<file path="src/rtl/v_cu_pkg.sv">
// Shared vector-CU definitions used by the write-port occupancy tracker.
//   port_state_t    : per-group tracker state (IDLE, ISSUE, DRAIN)
//   VLANE_NUM_LOG2  : log2 of the lanes served by one batch
//   WDOG_MAX        : drain watchdog terminal count (PORT_TRACK_TIMEOUT_EN builds)
//   *_DFLT          : default sizing for the tracker, its groups and its interface
package v_cu_pkg;

  typedef enum logic [1:0] {
    IDLE  = 2'd0,
    ISSUE = 2'd1,
    DRAIN = 2'd2
  } port_state_t;

  localparam int VLANE_NUM_LOG2   = 3;
  localparam int VLANE_NUM_DFLT   = 1 << VLANE_NUM_LOG2;
  localparam int W_PORTS_NUM_DFLT = 4;
  localparam int VL_W_DFLT        = 13;

  localparam int                WDOG_W   = 10;
  localparam logic [WDOG_W-1:0] WDOG_MAX = '1;

endpackage

</file>
<file path="src/rtl/port_busy_tracker_if.sv">
// Handshake bundle between the port allocator / lane writeback side and the
// write-port busy tracker.
//   start_i, vl_i   : one-hot group start and the vector length it carries
//   stall_i         : per-group lane backpressure on batch issue
//   wr_ack_i        : per-group batch writeback completion
//   issue_vld_o, issue_idx_o, last_o : per-group batch issue (idx packed g*BATCH_W)
//   port_rdy_o      : per-group idle / allocatable
//   err_o           : per-group drain watchdog error, only with PORT_TRACK_TIMEOUT_EN
// Modports: master = allocator/lane side, slave = tracker.
interface port_busy_tracker_if #(
  parameter int W_PORTS_NUM = v_cu_pkg::W_PORTS_NUM_DFLT,
  parameter int VLANE_NUM   = v_cu_pkg::VLANE_NUM_DFLT,
  parameter int VL_W        = v_cu_pkg::VL_W_DFLT,
  parameter int BATCH_W     = VL_W - $clog2(VLANE_NUM) + 1
);

  logic [W_PORTS_NUM-1:0]         start_i;
  logic [VL_W-1:0]                vl_i;
  logic [W_PORTS_NUM-1:0]         stall_i;
  logic [W_PORTS_NUM-1:0]         wr_ack_i;
  logic [W_PORTS_NUM-1:0]         issue_vld_o;
  logic [W_PORTS_NUM*BATCH_W-1:0] issue_idx_o;
  logic [W_PORTS_NUM-1:0]         last_o;
  logic [W_PORTS_NUM-1:0]         port_rdy_o;
`ifdef PORT_TRACK_TIMEOUT_EN
  logic [W_PORTS_NUM-1:0]         err_o;
`endif

  modport master (
    output start_i, vl_i, stall_i, wr_ack_i,
`ifdef PORT_TRACK_TIMEOUT_EN
    input  err_o,
`endif
    input  issue_vld_o, issue_idx_o, last_o, port_rdy_o
  );

  modport slave (
    input  start_i, vl_i, stall_i, wr_ack_i,
`ifdef PORT_TRACK_TIMEOUT_EN
    output err_o,
`endif
    output issue_vld_o, issue_idx_o, last_o, port_rdy_o
  );

endinterface

</file>
<file path="src/rtl/port_group_fsm.sv">
// One write-port group of the busy tracker. A start with a non-zero vector
// length latches the batch count ceil(vl/VLANE_NUM), issues that many batches
// (honouring stall), then waits until every batch has been acknowledged before
// reporting ready again.
// Optional macro PORT_TRACK_TIMEOUT_EN adds a drain watchdog and sticky err.
// Ports:
//   clk, rstn         : clock, synchronous active-low reset
//   start, vl         : start pulse and vector length (sampled only with start)
//   stall             : suppresses issue this cycle
//   wr_ack            : one batch writeback completed
//   issue_vld, issue_idx, last : batch issue strobe, batch index, final batch
//   port_rdy          : group idle
//   err               : watchdog expired (PORT_TRACK_TIMEOUT_EN only)
module port_group_fsm
  import v_cu_pkg::*;
#(
  parameter int VLANE_NUM = VLANE_NUM_DFLT,
  parameter int VL_W      = VL_W_DFLT,
  parameter int BATCH_W   = VL_W - $clog2(VLANE_NUM) + 1
) (
  input  logic               clk,
  input  logic               rstn,
  input  logic               start,
  input  logic [VL_W-1:0]    vl,
  input  logic               stall,
  input  logic               wr_ack,
  output logic               issue_vld,
  output logic [BATCH_W-1:0] issue_idx,
  output logic               last,
  output logic               port_rdy
`ifdef PORT_TRACK_TIMEOUT_EN
  ,
  output logic               err
`endif
);

  localparam int                 SHIFT = $clog2(VLANE_NUM);
  localparam int                 SUM_W = VL_W + 1;
  localparam logic [BATCH_W-1:0] ONE   = BATCH_W'(1);

  port_state_t        state;
  logic [BATCH_W-1:0] nb;
  logic [BATCH_W-1:0] issued;
  logic [BATCH_W-1:0] acked;
  logic [SUM_W-1:0]   vl_sum;
  logic [BATCH_W-1:0] nb_next;
  logic               ack_ok;
  logic               last_batch;

`ifdef PORT_TRACK_TIMEOUT_EN
  logic [WDOG_W-1:0]  wdog;
`endif

  // One extra bit keeps the rounding add from wrapping at the maximum vl.
  assign vl_sum  = {1'b0, vl} + SUM_W'(VLANE_NUM - 1);
  assign nb_next = BATCH_W'(vl_sum >> SHIFT);

  // An ack is only legal while some issued batch is still outstanding;
  // otherwise it is dropped so the count saturates at the issued count.
  assign ack_ok     = wr_ack && (acked != issued);
  assign last_batch = (issued == nb - ONE);

  // Outputs decode directly from state so ready/issue react with no extra latency.
  assign port_rdy  = (state == IDLE);
  assign issue_vld = (state == ISSUE) && !stall;
  assign issue_idx = (state == ISSUE) ? issued : '0;
  assign last      = issue_vld && last_batch;

  // NOTE: state uses non-blocking assignments so every branch below reads the
  // pre-edge values of the counters, exactly as the output decode above does.
  always_ff @(posedge clk) begin
    if (!rstn) begin
      state  <= IDLE;
      nb     <= '0;
      issued <= '0;
      acked  <= '0;
`ifdef PORT_TRACK_TIMEOUT_EN
      wdog   <= '0;
      err    <= 1'b0;
`endif
    end else begin
      unique case (state)
        IDLE: begin
          // A zero-length start carries no batches and leaves the group ready.
          if (start && (vl != '0)) begin
            nb     <= nb_next;
            issued <= '0;
            acked  <= '0;
            state  <= ISSUE;
          end
        end
        ISSUE: begin
          if (!stall) begin
            issued <= issued + ONE;
            if (last_batch) state <= DRAIN;
          end
          if (ack_ok) acked <= acked + ONE;
`ifdef PORT_TRACK_TIMEOUT_EN
          wdog <= '0;
`endif
        end
        DRAIN: begin
          if (acked == nb) begin
            state <= IDLE;
`ifdef PORT_TRACK_TIMEOUT_EN
          end else if (wdog == WDOG_MAX) begin
            // Writebacks stopped arriving: flag it and free the port anyway.
            err   <= 1'b1;
            state <= IDLE;
`endif
          end else if (ack_ok) begin
            acked <= acked + ONE;
          end
`ifdef PORT_TRACK_TIMEOUT_EN
          wdog <= wr_ack ? '0 : wdog + WDOG_W'(1);
`endif
        end
        default: state <= IDLE;
      endcase
    end
  end

endmodule

</file>
<file path="src/rtl/port_busy_tracker.sv">
// Per-write-port-group occupancy tracker of the vector CU. Consumes the
// allocator's one-hot start pulses and returns the per-group ready vector the
// allocator arbitrates on. Each group is an independent port_group_fsm; this
// level only packs the per-group signals onto the interface.
// Optional macro PORT_TRACK_TIMEOUT_EN enables the per-group drain watchdog
// and the err_o vector.
// Ports:
//   clk  : clock
//   rstn : synchronous active-low reset
//   bus  : port_busy_tracker_if.slave (start/vl/stall/ack in, issue/ready out)
module port_busy_tracker
  import v_cu_pkg::*;
#(
  parameter int W_PORTS_NUM = W_PORTS_NUM_DFLT,
  parameter int VLANE_NUM   = VLANE_NUM_DFLT,
  parameter int VL_W        = VL_W_DFLT,
  parameter int BATCH_W     = VL_W - $clog2(VLANE_NUM) + 1
) (
  input logic                clk,
  input logic                rstn,
  port_busy_tracker_if.slave bus
);

  for (genvar g = 0; g < W_PORTS_NUM; g++) begin : g_grp
    port_group_fsm #(
      .VLANE_NUM (VLANE_NUM),
      .VL_W      (VL_W),
      .BATCH_W   (BATCH_W)
    ) u_fsm (
      .clk       (clk),
      .rstn      (rstn),
      .start     (bus.start_i[g]),
      .vl        (bus.vl_i),
      .stall     (bus.stall_i[g]),
      .wr_ack    (bus.wr_ack_i[g]),
      .issue_vld (bus.issue_vld_o[g]),
      .issue_idx (bus.issue_idx_o[g*BATCH_W +: BATCH_W]),
      .last      (bus.last_o[g]),
      .port_rdy  (bus.port_rdy_o[g])
`ifdef PORT_TRACK_TIMEOUT_EN
      ,
      .err       (bus.err_o[g])
`endif
    );
  end

endmodule

</file>
<file path="src/flat_wrapper.sv">
// flat-port wrapper written by rule: the top's interface ports become plain ports
module port_busy_tracker_flat import v_cu_pkg::*;
#(
  parameter int W_PORTS_NUM = W_PORTS_NUM_DFLT,
  parameter int VLANE_NUM   = VLANE_NUM_DFLT,
  parameter int VL_W        = VL_W_DFLT,
  parameter int BATCH_W     = VL_W - $clog2(VLANE_NUM) + 1
)
  (clk, rstn, bus_start_i, bus_vl_i, bus_stall_i, bus_wr_ack_i, bus_issue_vld_o, bus_issue_idx_o, bus_last_o, bus_port_rdy_o);
  port_busy_tracker_if #(.W_PORTS_NUM(W_PORTS_NUM), .VLANE_NUM(VLANE_NUM), .VL_W(VL_W), .BATCH_W(BATCH_W)) bus_i ();
  input logic clk;
  input logic rstn;
  input wire logic [$bits(bus_i.start_i)-1:0] bus_start_i;
  input wire logic [$bits(bus_i.vl_i)-1:0] bus_vl_i;
  input wire logic [$bits(bus_i.stall_i)-1:0] bus_stall_i;
  input wire logic [$bits(bus_i.wr_ack_i)-1:0] bus_wr_ack_i;
  output wire logic [$bits(bus_i.issue_vld_o)-1:0] bus_issue_vld_o;
  output wire logic [$bits(bus_i.issue_idx_o)-1:0] bus_issue_idx_o;
  output wire logic [$bits(bus_i.last_o)-1:0] bus_last_o;
  output wire logic [$bits(bus_i.port_rdy_o)-1:0] bus_port_rdy_o;
  assign bus_i.start_i = bus_start_i;
  assign bus_i.vl_i = bus_vl_i;
  assign bus_i.stall_i = bus_stall_i;
  assign bus_i.wr_ack_i = bus_wr_ack_i;
  assign bus_issue_vld_o = bus_i.issue_vld_o;
  assign bus_issue_idx_o = bus_i.issue_idx_o;
  assign bus_last_o = bus_i.last_o;
  assign bus_port_rdy_o = bus_i.port_rdy_o;
  port_busy_tracker #(.W_PORTS_NUM(W_PORTS_NUM), .VLANE_NUM(VLANE_NUM), .VL_W(VL_W), .BATCH_W(BATCH_W)) u_core (.clk(clk), .rstn(rstn), .bus(bus_i));
endmodule
</file>
<file path="config.mk">
export PLATFORM = sky130hd
export DESIGN_NAME = port_busy_tracker_flat
export DESIGN_NICKNAME = d
export VERILOG_FILES = /design/src/rtl/v_cu_pkg.sv /design/src/rtl/port_busy_tracker_if.sv /design/src/rtl/port_group_fsm.sv /design/src/rtl/port_busy_tracker.sv /design/src/flat_wrapper.sv
export SDC_FILE = /design/constraint.sdc
export NUM_CORES = 1
export LEC_CHECK = 0
export BUFFER_PORTS_ARGS = -buffer_cell sky130_fd_sc_hd__buf_2
export CAP_MARGIN = 20
export CORE_MARGIN = 2
export CORE_UTILIZATION = 40
export CTS_CLUSTER_SIZE = 8
export DETAILED_ROUTE_END_ITERATION = 6
export GPL_TIMING_DRIVEN = 1
export HOLD_SLACK_MARGIN = 0.08
export MAX_ROUTING_LAYER = met4
export PLACE_DENSITY_LB_ADDON = 0.08
export SYNTH_ARGS = -nofsm -noshare
export SYNTH_HDL_FRONTEND = slang
export SYNTH_SLANG_ARGS = --single-unit
</file>
<file path="constraint.sdc">
create_clock -name clk -period 8.3 [get_ports clk]
set_input_delay 0 -clock clk [delete_from_list [all_inputs] [get_ports clk]]
set_output_delay 0 -clock clk [all_outputs]
set_load 0.01 [all_outputs]
</file>
## After elaboration in Yosys (flattened, before gate mapping)

Index checks and enable logic that the tools add are counted.
Widths: inputs -> output; s select.

| cells by class | value |
|---|---|
| add/sub/neg operators | 13 |
| eq/ne operators | 40 |
| multiplexer cells | 48 |
| reduce and logical (&&, ||, !) cells | 49 |

Operator list:

| operator | number |
|---|---|
| $mux 11 | 20 |
| $pmux 11 s3 | 4 |
| $add 11x1->11 const B | 8 |
| $eq 11x11->1 | 8 |
| $pmux 11 s2 | 4 |
| $ne 11x11->1 | 4 |
| $sub 11x1->11 const B | 4 |
| $mux 2 | 16 |
| $ne 2x2->1 const B | 16 |
| $pmux 2 s3 | 4 |
| $reduce_and 3->1 | 8 |
| $logic_and 1x1->1 | 16 |
| $reduce_and 4->1 | 4 |
| $add 13x3->14 const B | 1 |
| $reduce_bool 13->1 | 1 |
| $reduce_bool 3->1 | 4 |
| $eq 2x1->1 const B | 4 |
| $eq 2x2->1 const B | 4 |
| $logic_not 2->1 | 4 |
| $ne 2x1->1 const B | 4 |
| $reduce_and 2->1 | 4 |
| $reduce_bool 2->1 | 4 |
| $logic_not 1->1 | 4 |

| word-level totals | value |
|---|---|
| register bits | 140 |
| input port bits | 27 |
| output and inout port bits | 56 |
| logic and storage cells | 166 |

## Logic depth before layout (Yosys ltp)

| logic depth | value |
|---|---|
| depth in word-level cells | 5 |
| gate-level depth with buffers | 11 |
| mapped depth without buffers | 9 |

## Cells and area by module

A second synthesis with hierarchy kept.

| second synthesis, totals | value |
|---|---|
| cells, all modules | 1335 |
| area total of the unflattened synthesis | 10610.2 µm² |

By module, submodules not included:

| module | times used | cells an instance | area an instance (µm²) | sequential area each (µm²) |
|---|---|---|---|---|
| port_group_fsm (u_core.g_grp[0].u_fsm ...) | 3 | 333 | 2626.3 | 700.7 |
| port_group_fsm (u_core.g_grp[3].u_fsm) | 1 | 336 | 2731.4 | 700.7 |

## Worst setup path before layout

Ideal clock, no wire load.

| path | value |
|---|---|
| path type | reg-to-reg |
| from | register u_core.g_grp[0].u_fsm.nb[0] |
| to | register u_core.g_grp[0].u_fsm.state[0] |
| setup time | 0.071 ns |
| arrival time | 2.752 ns |
| data required time | 8.229 ns |
| slack | 5.477 ns |
| stages on the path, launching flop included | 12 |
| clock period less this slack | 2.823 ns |
| path through | dfxtp_1 > clkbuf_1 > inv_1 > ha_1 > buf_2 > nor4b_1 > xnor2_1 > a41oi_1 > a2111oi_0 > a31oi_1 > or3_1 > a21oi_1 |

| between the ends | value |
|---|---|
| word-level cells in the longest chain between the ends | 4 |

Ends and longest elaborated chain:

| element | RTL line | RTL |
|---|---|---|
| start: declaration | port_group_fsm.sv:42 | `logic [BATCH_W-1:0] nb;` |
| start signal: assignment | port_group_fsm.sv:86 | `nb <= nb_next;` |
| $sub 11x1->11 | port_group_fsm.sv:61 | `assign last_batch = (issued == nb - ONE);` |
| $eq 11x11->1 | port_group_fsm.sv:61 |  |
| $ne 2x2->1 (no line) | n/a |  |
| $reduce_and 4->1 (no line) (*) | n/a |  |
| end signal: assignment | port_group_fsm.sv:73 | `state <= IDLE;` |
| end signal: assignment | port_group_fsm.sv:89 | `state <= ISSUE;` |
| end signal: assignment | port_group_fsm.sv:95 | `if (last_batch) state <= DRAIN;` |
| end: declaration | port_group_fsm.sv:41 | `port_state_t state;` |

Mark *: on every way between the ends. The rest lies on a longest branch, timed or not.
A chain may end at the register's enable or synchronous reset.

## Worst setup path in the final report

| path | value |
|---|---|
| from | register u_core.g_grp[0].u_fsm.nb[0] |
| to | output bus_last_o[0] |

| between the ends | value |
|---|---|
| word-level cells in the longest chain between the ends | 3 |

Ends and longest elaborated chain:

| element | RTL line | RTL |
|---|---|---|
| $sub 11x1->11 | port_group_fsm.sv:61 |  |
| $eq 11x11->1 | port_group_fsm.sv:61 |  |
| $logic_and 1x1->1 | port_group_fsm.sv:67 | `assign last = issue_vld && last_batch;` |
| end: declaration | flat_wrapper.sv:19 | `output wire logic [$bits(bus_i.last_o)-1:0] bus_last_o;` |

Every way passes these cells.

==> results.sh <==
export IMPL_status="finished, final reports clean"
export IMPL_max_cap_violations=0
export IMPL_worst_path_max_fanout=10
export IMPL_worstMarginPinSlew_ns=0.961
export IMPL_crit_arrival_ns=3.51
export IMPL_rows=56
export IMPL_core_area_sq_um=23300
export IMPL_synth_top_family_by_area="simple AND/OR/NAND/NOR gates"
export IMPL_hold_path_class="input port to flip-flop"
export IMPL_wirelength_mm=25.5
export IMPL_remaining_drc_errors=0
export IMPL_start_util_pct=40.4
export IMPL_grt_pass1_vias=7569
export IMPL_drt_iter0_markers=440
export IMPL_hold_buffers=6
export IMPL_seq_area_frac_synth_pct=29.7
export IMPL_syn_area_per_cell_sq_um=7.83
export IMPL_synth_largest_area_cell="dfxtp_1"
export IMPL_drtAntennaViolNets=0
export IMPL_multi_input_area_sq_um=6040
export IMPL_yosysUniqueCellTypes=70
export IMPL_syn_num_nets=1259
export IMPL_dr_pass1_iters=6
export IMPL_fillCellCount=2386
export IMPL_synth_area_leaders="dfxtp_1 30%, xnor2_1 10%, xor2_1 8.9%"
export IMPL_path_delay_family="simple AND/OR/NAND/NOR gates"
export IMPL_path_clk_slew_ns=0.06
export IMPL_rsz0062_at_grt="false"
export IMPL_routabilityCongestion=0.806
export IMPL_clock_tree_buffer_depth=2
export IMPL_timing_fmax_mhz=285
export IMPL_wl_per_cell_um=16.4
export IMPL_synthAdderAreaFrac_pct=3.71
export IMPL_seq_area_sq_um=2800
export IMPL_rrSetupSlack_ns=5.05
export IMPL_grt_start_max_net_pins=34
export IMPL_fin_util_pct=45.6
export IMPL_numCtsBuffers=17
export IMPL_synth_compound_area_share_pct=13.8
export IMPL_power_total_w=0.00233
export IMPL_fin_cells=1554
export IMPL_post_drt_via_cell_ratio=5.25
export IMPL_num_io_pins=83
export IMPL_grt_pass1_wl_mm=41.3
export IMPL_fin_nets=1277
export IMPL_grt_ovfl_total=0
export IMPL_post_cts_setup_buffers=0
export IMPL_drive_above_1_share_pct=11.7
export IMPL_finalMaxSlewViolations=0
export IMPL_fp_dieH_um=158
export IMPL_power_leakage_nw=4.14
export IMPL_synthMuxAreaShare_pct=0.915
export IMPL_cp_required_ns=8.30
export IMPL_pre_cts_ws_ns=5.08
export IMPL_cp_cell_sequence="inv_1 > ha_1 > nor4b_1 > xnor2_1 > a41oi_1 > a2111oi_0 > nand3_1 > nor3_1 > buf_2"
export IMPL_dieArea_sq_um=24800
export IMPL_critPathLaunchType="flip-flop"
export IMPL_synth_area_sq_um=9430
export IMPL_cts_tree="yes"
export IMPL_fin_ws_ns=4.79
export IMPL_synth_edf_count=0
export IMPL_cts_resized=0
export IMPL_slowest_delay_ns=0.80
export IMPL_syn_to_final_growth_pct=12.7
export IMPL_skew_ns=0.0104
export IMPL_antenna_found_initial=0
export IMPL_synth_cells=1204
export IMPL_setup_tns_ns=0
export IMPL_max_vdd_ir_drop_mv=0.127
export IMPL_clkLatencyLatePin_ns=0.43
export IMPL_critPathBufInv=2
export IMPL_setup_viol=0
export IMPL_synthArstFlopShare_pct=0
export IMPL_cts_sinks=140
export IMPL_num_vias=8162
export IMPL_hold_viol_final=0
export IMPL_insertedDiodeCount=0
export IMPL_period_minus_slack_ns=3.51
export IMPL_timing_final_crit_share_pct=42.3
export IMPL_ys_warn_count=0
export IMPL_die_w_um=158
export IMPL_hpwl_mm=18.7
export IMPL_slowest_stage="nor4b_1"
export IMPL_yosys_most_used_dff="dfxtp_1"
export IMPL_p_per_area_nw_per_um2=219
export IMPL_grt_use_total_pct=21.7
export IMPL_cts_root_buffer_cell="clkbuf_16"
export IMPL_setup_worst_path_end_class="primary output"
export IMPL_dpl_cell_count=1510
export IMPL_ys_seq_elements=140
export IMPL_cts_htree_levels=4
export IMPL_synth_top_cell_area_share_pct=29.7
export IMPL_synth_xor_area_share_pct=18.9
export IMPL_crit_type="flip-flop to primary output"
export IMPL_yosys_area_share_simple_pct=26.5
export IMPL_maxSlewHeadroom_pct=35.2
export IMPL_port_buffers=82
## cell type report
cell class	instances	share of cell area (%)
Clock inverter	10	1.97
Multi-Input combinational cell	922	56.8
Sequential cell	140	26.4
Clock buffer	22	4.46
Tap cell	319	3.75
Inverter	44	1.55
Timing Repair Buffer	97	5.08
## worst min-delay path, stage by stage
cell and delay, ns:
buf_2 0.11, o31ai_1 0.10, a2111oi_2 0.10, nand3_1 0.08, a21oi_1 0.06
## worst paths after layout
kind                                                    from  cells after the start                              to
worst max-delay path             u_core.g_grp[0].u_fsm.nb[0]                      9                   bus_last_o[0]
worst min-delay path                         bus_wr_ack_i[1]                      5  u_core.g_grp[1].u_fsm.acked[1]
worst max register to register   u_core.g_grp[0].u_fsm.nb[0]                      9  u_core.g_grp[0].u_fsm.state[0]
worst min register to register  u_core.g_grp[1].u_fsm.nb[10]                      2    u_core.g_grp[1].u_fsm.nb[10]
## sequential cells by signal, summed over array words and instances, names as in the netlist
register                   flops
u_core.g_grp.u_fsm.acked      44
u_core.g_grp.u_fsm.nb         44
u_core.g_grp.u_fsm.issued     44
u_core.g_grp.u_fsm.state       8
## cell usage in the layout (no fill, tap or decap), types with 6 or more instances in the layout
cell and n:
a21oi_1 48, dfxtp_1 140, and3_1 12, o31ai_1 6, and2_1 49, or3_1 24
and4_1 8, ha_1 28, o21ai_1 6, bufinv_16 6, dlygate4sd3_1 7, a211oi_1 34
nor4_1 11, xnor2_1 108, clkbuf_16 17, a31oi_1 8, buf_2 82, inv_1 43
buf_4 6, nor2_1 148, o21ai_0 36, nand3_1 56, nand2b_1 12, xor2_1 96
nor3_1 31, nand4_1 37, nand2_1 71, nor3b_1 6
## Yosys cell counts (4+ instances only)
master / number
buf_2: 13
nor3_1: 31
nand2b_1: 12
a211oi_1: 34
nand3_1: 56
or3_1: 24
o31ai_1: 6
o211a_1: 4
a211o_1: 5
a31oi_1: 8
and3_1: 12
a311oi_1: 4
a21oi_1: 48
nand4_1: 37
mux2_2: 5
nor4_1: 11
o21ai_1: 6
o21ai_0: 36
and2_1: 49
xor2_1: 96
nor2_1: 148
or2_2: 4
nand3b_1: 4
nand2_1: 71
ha_1: 28
o41ai_1: 5
buf_4: 12
dfxtp_1: 140
nor3b_1: 6
clkbuf_1: 69
xnor2_1: 108
and4_1: 8
inv_1: 44
## power breakdown
part	internal, W	leakage, nW	switching, W
Sequential	0.000716	1.14	0.0000891
Clock	0.000589	0.327	0.000312
Combinational	0.000245	2.68	0.000374
## layer usage
layer | part of all wire (%) | track usage (%) | vias to the layer above
met1 | 50 | 30.2 | 3826
met3 | 3.9 | 3.17 | 21
met4 | 1.1 | 4.63 | 0
met2 | 45 | 33.4 | 152
li1 | - | - | 4163
met5 | 0 | - | -
## metrics by stage
| step | cell area, sq um | hold WS, ns |
|---|---|---|
| final | 10600 | 0.0753 |
| after global routing | 10600 | 0.0885 |
| after CTS | 10600 | 0.0829 |
| after detailed placement | 9840 | 0.271 |
| after global placement | 9840 | 0.271 |
| after floorplan | 9430 | 0.152 |
## cell families (layout without fill, tap and decap cells)
kind of cell / after synthesis / in the layout
buf+inv: 142 / 173
fa+ha+maj: 28 / 28
flops: 140 / 140
compound gates: 191 / 191
mux: 8 / 8
xor+xnor: 204 / 204
simple gates: 491 / 491
Note: power is estimated with default switching activity, not from simulation.
